File: config.mk
export PLATFORM = sky130hd
export DESIGN_NAME = seven_seg_scan
export DESIGN_NICKNAME = d
export VERILOG_FILES = /design/src/rtl/seven_seg_scan.sv
export SDC_FILE = /design/constraint.sdc
export NUM_CORES = 1
export LEC_CHECK = 0
export CORE_UTILIZATION = 58
export CTS_BUF_LIST = sky130_fd_sc_hd__clkbuf_8
export DETAILED_ROUTE_END_ITERATION = 10
export PLACE_DENSITY = 0.93
export SLEW_MARGIN = 25
export SYNTH_ARGS = -nofsm -noshare
export SYNTH_HDL_FRONTEND = slang
export SYNTH_SLANG_ARGS = --single-unit
export TNS_END_PERCENT = 1
File: constraint.sdc
create_clock -name clk -period 2.9 [get_ports clk]
set_input_delay 0.58 -clock clk [delete_from_list [all_inputs] [get_ports clk]]
set_output_delay 0.58 -clock clk [all_outputs]
set_load 0.005 [all_outputs]
File: src/rtl/seven_seg_scan.sv
// Time-multiplexed N-digit hex seven-segment driver with double-buffered display data.
// Staged data is committed only at a frame boundary so a scanned frame never tears.
module seven_seg_scan #(
    parameter int NUM_DIGITS  = 8,
    parameter int REFRESH_DIV = 100000,
    parameter bit ACTIVE_LOW  = 1'b1
) (
    input  logic                    clk,
    input  logic                    rst,
    input  logic [4*NUM_DIGITS-1:0] A,
    input  logic [NUM_DIGITS-1:0]   dp_in,
    input  logic [NUM_DIGITS-1:0]   digit_en,
    input  logic                    lz_blank,
    input  logic                    load,
    output logic [6:0]              Y,
    output logic                    DP,
    output logic [NUM_DIGITS-1:0]   AN,
    output logic                    frame_done
);

    localparam int PW = (REFRESH_DIV > 1) ? $clog2(REFRESH_DIV) : 1;
    localparam int IW = (NUM_DIGITS > 1) ? $clog2(NUM_DIGITS) : 1;
    localparam logic [PW-1:0]         PRESC_LAST = PW'(REFRESH_DIV - 1);
    localparam logic [IW-1:0]         IDX_LAST   = IW'(NUM_DIGITS - 1);
    localparam logic [6:0]            SEG_POL    = ACTIVE_LOW ? '1 : '0;
    localparam logic [NUM_DIGITS-1:0] AN_POL     = ACTIVE_LOW ? '1 : '0;

    logic [PW-1:0]           presc;
    logic [IW-1:0]           idx;
    logic                    tick;
    logic                    frame;

    logic [4*NUM_DIGITS-1:0] stg_a;
    logic [NUM_DIGITS-1:0]   stg_dp;
    logic [NUM_DIGITS-1:0]   stg_en;
    logic                    stg_lz;
    logic                    pending;

    logic [4*NUM_DIGITS-1:0] com_a;
    logic [NUM_DIGITS-1:0]   com_dp;
    logic [NUM_DIGITS-1:0]   com_en;
    logic                    com_lz;

    logic [NUM_DIGITS-1:0]   blank;
    logic                    all_zero;
    logic [3:0]              nib;
    logic                    lit;
    logic [NUM_DIGITS-1:0]   an_hot;
    logic [6:0]              seg_nx;
    logic                    dp_nx;

    function automatic logic [6:0] hex_seg(input logic [3:0] n);
        case (n)
            4'h0: hex_seg = 7'h3F;
            4'h1: hex_seg = 7'h06;
            4'h2: hex_seg = 7'h5B;
            4'h3: hex_seg = 7'h4F;
            4'h4: hex_seg = 7'h66;
            4'h5: hex_seg = 7'h6D;
            4'h6: hex_seg = 7'h7D;
            4'h7: hex_seg = 7'h07;
            4'h8: hex_seg = 7'h7F;
            4'h9: hex_seg = 7'h6F;
            4'hA: hex_seg = 7'h77;
            4'hB: hex_seg = 7'h7C;
            4'hC: hex_seg = 7'h39;
            4'hD: hex_seg = 7'h5E;
            4'hE: hex_seg = 7'h79;
            4'hF: hex_seg = 7'h71;
        endcase
    endfunction

    assign tick       = (presc == PRESC_LAST);
    assign frame      = tick && (idx == IDX_LAST);
    assign frame_done = frame & ~rst;

    always_ff @(posedge clk) begin
        if (rst) begin
            presc <= '0;
            idx   <= '0;
        end else if (tick) begin
            presc <= '0;
            idx   <= (idx == IDX_LAST) ? '0 : idx + 1'b1;
        end else begin
            presc <= presc + 1'b1;
        end
    end

    // A load landing on the boundary edge bypasses staging straight into the committed set.
    always_ff @(posedge clk) begin
        if (rst) begin
            stg_a   <= '0;
            stg_dp  <= '0;
            stg_en  <= '0;
            stg_lz  <= 1'b0;
            pending <= 1'b0;
            com_a   <= '0;
            com_dp  <= '0;
            com_en  <= '0;
            com_lz  <= 1'b0;
        end else begin
            if (load) begin
                stg_a  <= A;
                stg_dp <= dp_in;
                stg_en <= digit_en;
                stg_lz <= lz_blank;
            end
            if (frame && load) begin
                com_a   <= A;
                com_dp  <= dp_in;
                com_en  <= digit_en;
                com_lz  <= lz_blank;
                pending <= 1'b0;
            end else if (frame && pending) begin
                com_a   <= stg_a;
                com_dp  <= stg_dp;
                com_en  <= stg_en;
                com_lz  <= stg_lz;
                pending <= 1'b0;
            end else if (load) begin
                pending <= 1'b1;
            end
        end
    end

    // Walk down from the top digit; a digit is blanked while everything at or above it is zero.
    always_comb begin
        blank    = '0;
        all_zero = 1'b1;
        for (int unsigned i = NUM_DIGITS - 1; i >= 1; i--) begin
            all_zero = all_zero & (com_a[4*i +: 4] == 4'h0);
            blank[i] = com_lz & all_zero;
        end
    end

    always_comb begin
        nib    = com_a[4*idx +: 4];
        lit    = com_en[idx] & ~blank[idx];
        an_hot = '0;
        if (lit) an_hot[idx] = 1'b1;
        seg_nx = lit ? hex_seg(nib) : '0;
        dp_nx  = lit & com_dp[idx];
    end

    always_ff @(posedge clk) begin
        if (rst) begin
            AN <= AN_POL;
            Y  <= SEG_POL;
            DP <= ACTIVE_LOW;
        end else begin
            AN <= an_hot ^ AN_POL;
            Y  <= seg_nx ^ SEG_POL;
            DP <= dp_nx ^ ACTIVE_LOW;
        end
    end

endmodule

Word level (Yosys, flattened, before mapping) --
Memories as Yosys holds them, arrays and structs flattened. Index checks and enable logic that the tools add are counted.
Word-level totals: bits in read-only memories 112, flip-flop bits (word level) 135, memories kept 1, logic and storage cells 76, RAM bits 0, latch bits 0
Memory list:
- (name not given) | words 16, width 7, rd ports 1, clocked after Yosys merged registers in 0, wr ports 0, RTL line 53 | case (n)
Cells by class: divide/modulo/power cells 0, order comparisons 2, multipliers 0, reductions and logical operators 14, bitwise operators 21, multiplexer cells 19, shift operators 1, equality and inequality tests 2, add/sub/neg operators 2
Operator list (number):
- 32-bit two-way mux | 2
- 8-bit two-way mux | 5
- 32-bit by 6-bit indexed part select with 4-bit output | 1
- 4-bit logical NOT | 7
- 17-bit by 1-bit adder with 17-bit output, second input constant | 1
- 17-bit == test, second input constant | 1
- 1-bit AND | 16
- 1-bit binary-select mux with 3-bit select | 3
- 8-bit NOT | 1
- 7-bit two-way mux | 1
- 7-bit NOT | 1
- 1-bit two-way mux | 6
- 1-bit logical AND | 4
- 3-bit by 4-bit less-than comparator with 1-bit output, second input constant | 1
- 3-bit by 1-bit adder with 3-bit output, second input constant | 1
- 1-bit demux with 3-bit select | 1
- 3-bit == test, second input constant | 1
- 3-bit by 1-bit >= comparator with 1-bit output, second input constant | 1
- 3-bit two-way mux | 1
- 1-bit NOT | 3
- 3-bit OR reduction | 1
- 2-bit nonzero test | 1
- 2-bit OR reduction | 1

Longest topological paths before layout --
Gate-level depths: netlist (run 1).
word-level depth 14, depth in mapped cells 10, depth with buffers taken out 8

Worst setup path before layout (run 1) --
No wires, ideal clock.
path kind register to register, from register idx[1], to register Y[3], data required time 2.771 ns, buffers on the path 3, arrival time 1.917 ns, stages on the path, launching flop included 11, clock period less this slack 2.045 ns, library setup time 0.129 ns, path slack 0.855 ns, path through dfxtp_1 > clkbuf_2 > buf_2 > buf_2 > a221oi_1 > o22ai_1 > inv_1 > ha_1 > nand2_1 > o211ai_1 > o211ai_1
On the way: longest elaborated chain between the ends 6, elaborated cells on any way between the ends 10, those cells by class shift (1); mux (5); bitwise (3); memory (1)
Ends and longest elaborated chain:
- start: declaration | RTL line 29 | logic [IW-1:0] idx;
- start signal: assignment | RTL line 83 | idx <= (idx == IDX_LAST) ? '0 : idx + 1'b1;
- parallel branches: the longest is 4 deep, another holds memory read 16 x 7 bit
- 7-bit two-way mux * | RTL line 141 | seg_nx = lit ? hex_seg(nib) : '0;
- 7-bit NOT (no source line) *
- end signal: assignment | RTL line 152 | Y <= seg_nx ^ SEG_POL;
- end: declaration | RTL line 15 | output logic [6:0] Y,
Mark *: on every way between the ends. The select of a mux whose other input is x is not followed. A chain may end at the register's enable or synchronous reset.

Worst setup path in the final report (run 1) --
from register presc[0], to output port frame_done
On the way: longest elaborated chain between the ends 3
Ends and longest elaborated chain:
- start: declaration | RTL line 28 | logic [PW-1:0] presc;
- start signal: assignment | RTL line 85 | presc <= presc + 1'b1;
- 17-bit == test | RTL line 73 | assign tick = (presc == PRESC_LAST);
- 1-bit logical AND | RTL line 74 | assign frame = tick && (idx == IDX_LAST);
- 1-bit AND | RTL line 75 | assign frame_done = frame & ~rst;
- end: declaration | RTL line 18 | output logic frame_done
No other way between the ends.

==> flow_summary.yaml, run 1 <==
final_layout:
  final_area_um2: 6890
  antenna_cells: 0
  final_cell_mix: "dfxtp_1 (135), nor2_1 (101), clkdlybuf4s50_1 (66)"
  area_growth_pct: 20.6
  final_common_cell: "dfxtp_1"
  nFillCells: 622
  fin_nets: 694
  postLayoutCoreUtil_pct: 73.5
  drive_gt1_share_pct: 12.5
power_and_ir_drop:
  fin_total_pwr_mw: 3.88
  p_leak_nw: 2.56
  irDropWorstVdd_uv: 443
  powerDensity_nw_per_um2: 564
critical_path:
  reg2reg_depth: 8
  cp-end-kind: "output port"
  crit_required_ns: 2.32
  critical_path_class: "reg2out"
  timing.critical_path.from: "presc[0]"
  worst_ep_arrival_time_ns: 2.19
  crit_fanout: 4
  critPathLaunchType: "register"
  r2r-start: "presc[0]"
sta:
  fin_worst_hold_slack_ns: 0.457
  hold_viol: 0
  rsz0062_at_grt: "no"
  finalSetupTns_ns: 0
  fin_crit_sh_pct: 95.5
  min_period_ns: 2.77
  slew_viol_final: 0
  setup_viol: 0
  max_freq_mhz: 361
  skew_ns: 0.0142
  tightest_slew_ns: 0.839
  slew_headroom_pct: 44.1
synthesis:
  synth_edf_count: 0
  synth_xor_area_share_pct: 1.99
  syn-instance-count: 577
  synth_fa_ha_area_share_pct: 1.97
  synth_seq_area_share_pct: 47.3
  ys_types: 53
  synth_compound_area_share_pct: 14.0
  async_reset_ff_share_pct: 0
  synth_top_family_by_area: "simple AND/OR/NAND/NOR gates"
  syn-num-nets: 638
  synthSimpleGateAreaFrac_pct: 16.5
  synthMuxAreaShare_pct: 13.9
  yosys_most_used_dff: "dfxtp_1"
  syn_avg_cell_area_um2: 9.89
  ys_warn_count: 0
  synth_seq_cells: 135
  syn_area_um2: 5710
cts:
  numClockSinks: 135
  htree_num_levels: 4
  clkTransAtPathRegs_ns: 0.08
  clkLatencyLatePin_ns: 0.45
  cts_buffers: 17
  clock_path_buffers: 2
  cts-root-buf: "clkbuf_8"
  cts_tree: "done"
  holdBufCountCts: 0
route:
  drc: 0
  wl_per_cell_um: 19.8
  wl_um: 15300
  vias_per_cell: 6.34
  ant_nets: 0
  dr.pass1.iters: 6
  drtIter0Drc: 480
  via_count: 4912
place:
  numPortBuffers: 68
  post_dp_cell_area_um2: 6420
  dp_hpwl_um: 9020
  place_congestion: 0.926
floorplanning:
  core.rowCount: 35
  start_util_pct: 60.9
  die_w_um: 101
  io_pins: 69
  dieArea_um2: 10200
  die_h_um: 101
  core-area_um2: 9370
status:
  run_status: "finished clean"
worst_hold_path:
  worstHoldPathCells: 1
  min_from: "presc[0]"
  worst_hold_path_type: "reg2reg"
global_route:
  grt_max_degree: 84
  grt_antenna_before_repair: 0
  grt_overflow: 0
  grt_pass1_wl_um: 23100
  grtUsageTotal_pct: 29.4
  grt_pass1_vias: 4904
flow_run:
  maxCapViolations: 0
report_power, final:
part / switching [mW] / total, mW / internal (mW)
Combinational: 0.113 / 0.220 / 0.108
Sequential: 0.0209 / 1.92 / 1.90
Clock: 0.741 / 1.74 / 1.00
through the flow:
stage / cells / setup slack, ns
6_report: 775 / 0.130
5_1_grt: 775 / 0.0519
4_1_cts: 773 / 0.0524
3_5_place_dp: 741 / 0.485
3_3_place_gp: 741 / 0.514
2_1_floorplan: 577 / 0.855
worst paths after layout:
kind              slack, ns          to
hold / removal         0.46    presc[0]
setup / recovery       0.13  frame_done
setup reg to reg       0.21    com_a[2]
hold reg to reg        0.46    presc[0]
timing repair:
action                                  in CTS  in global routing
gates cloned                                 0                  0
hold endpoints to repair                     0                  0
endpoints found under the setup margin       1                  1
resized for setup                            1                  0
setup buffers                                0                  2
registers in the layout (all words and copies together), names as in the netlist:
name and cells:
pending 1, com_dp 8, idx 3, stg_dp 8, Y 7, stg_en 8
com_a 32, AN 8, presc 17, DP 1, stg_a 32, stg_lz 1
com_en 8, com_lz 1
critical path, stage by stage, from the launching register on:
cell and delay [ns]:
dfxtp_1 0.35, ha_1 0.26, and4_1 0.33, nand4_4 0.13, nor3_2 0.15, clkdlybuf4s50_1 0.53
cells in the mapped netlist (2+ instances only):
library cell  instances  area, um^2
o21ai_0               5        25.0
o221ai_2             10         150
nand2_1              45         169
xnor2_1               6        52.6
mux4_2                8         180
ha_1                  9         113
buf_2                13        65.1
nor3_1                6        30.0
nor2b_1               4        25.0
a21oi_1              29         145
dfxtp_1             135        2700
nor4b_4               2        47.6
inv_1                 7        26.3
nor2_1              101         379
mux2i_1              55         551
and3_1                2        12.5
a221oi_1              3        26.3
a211oi_1             29         218
and4_1                2        17.5
or3_1                 4        25.0
o211ai_1              3        22.5
mux2_2                3        33.8
buf_1                 4        15.0
clkbuf_1             20        75.1
nand3_1              16        80.1
buf_4                 2        15.0
o221ai_1             13         114
buf_6                 4        45.0
a2bb2oi_1             2        17.5
xor2_1                7        61.3
nand4_1               2        12.5
nor4_1                5        31.3
kinds of logic (layout without fill, tap and decap cells):
logic type	count (synthesis)	after routing
flip-flops	135	135
AND/OR/NAND/NOR	199	199
buffers and inverters	52	121
AO/OA/AOI/OAI	101	101
XOR/XNOR	13	13
adder cells (fa/ha/maj)	9	9
multiplexers	68	68
area by class of cell:
class / instances / area [um^2] / area share [%]
clock inverter: 12 / 174 / 2.53
tap: 129 / 161 / 2.34
inverter: 8 / 30.0 / 0.436
timing repair buffer: 81 / 781 / 11.3
multi-input combinational: 390 / 2760 / 40.1
sequential: 135 / 2700 / 39.3
clock buffer: 20 / 275 / 4.00
metal layers:
layer  up-vias  wire length, um  track usage, %  share of wire, %
met5         -                0               0                 0
li1       2167                -               -                 -
met3        99             1030            6.83               6.7
met4         0              845            18.7               5.5
met2       302             7750            51.2                51
met1      2344             5680            32.3                37
Power figures use the tool's default switching activity.
==> run 2, diff against run 1 <==
--- a/config.mk
+++ b/config.mk
@@ -7,6 +7,7 @@
 export LEC_CHECK = 0
 export CORE_UTILIZATION = 58
 export CTS_BUF_LIST = sky130_fd_sc_hd__clkbuf_8
+export CTS_CLUSTER_SIZE = 14
 export DETAILED_ROUTE_END_ITERATION = 10
 export PLACE_DENSITY = 0.93
 export SLEW_MARGIN = 25
==> results of run 2 <==
The final DEF is identical to that of run 1; final timing and power are the same.
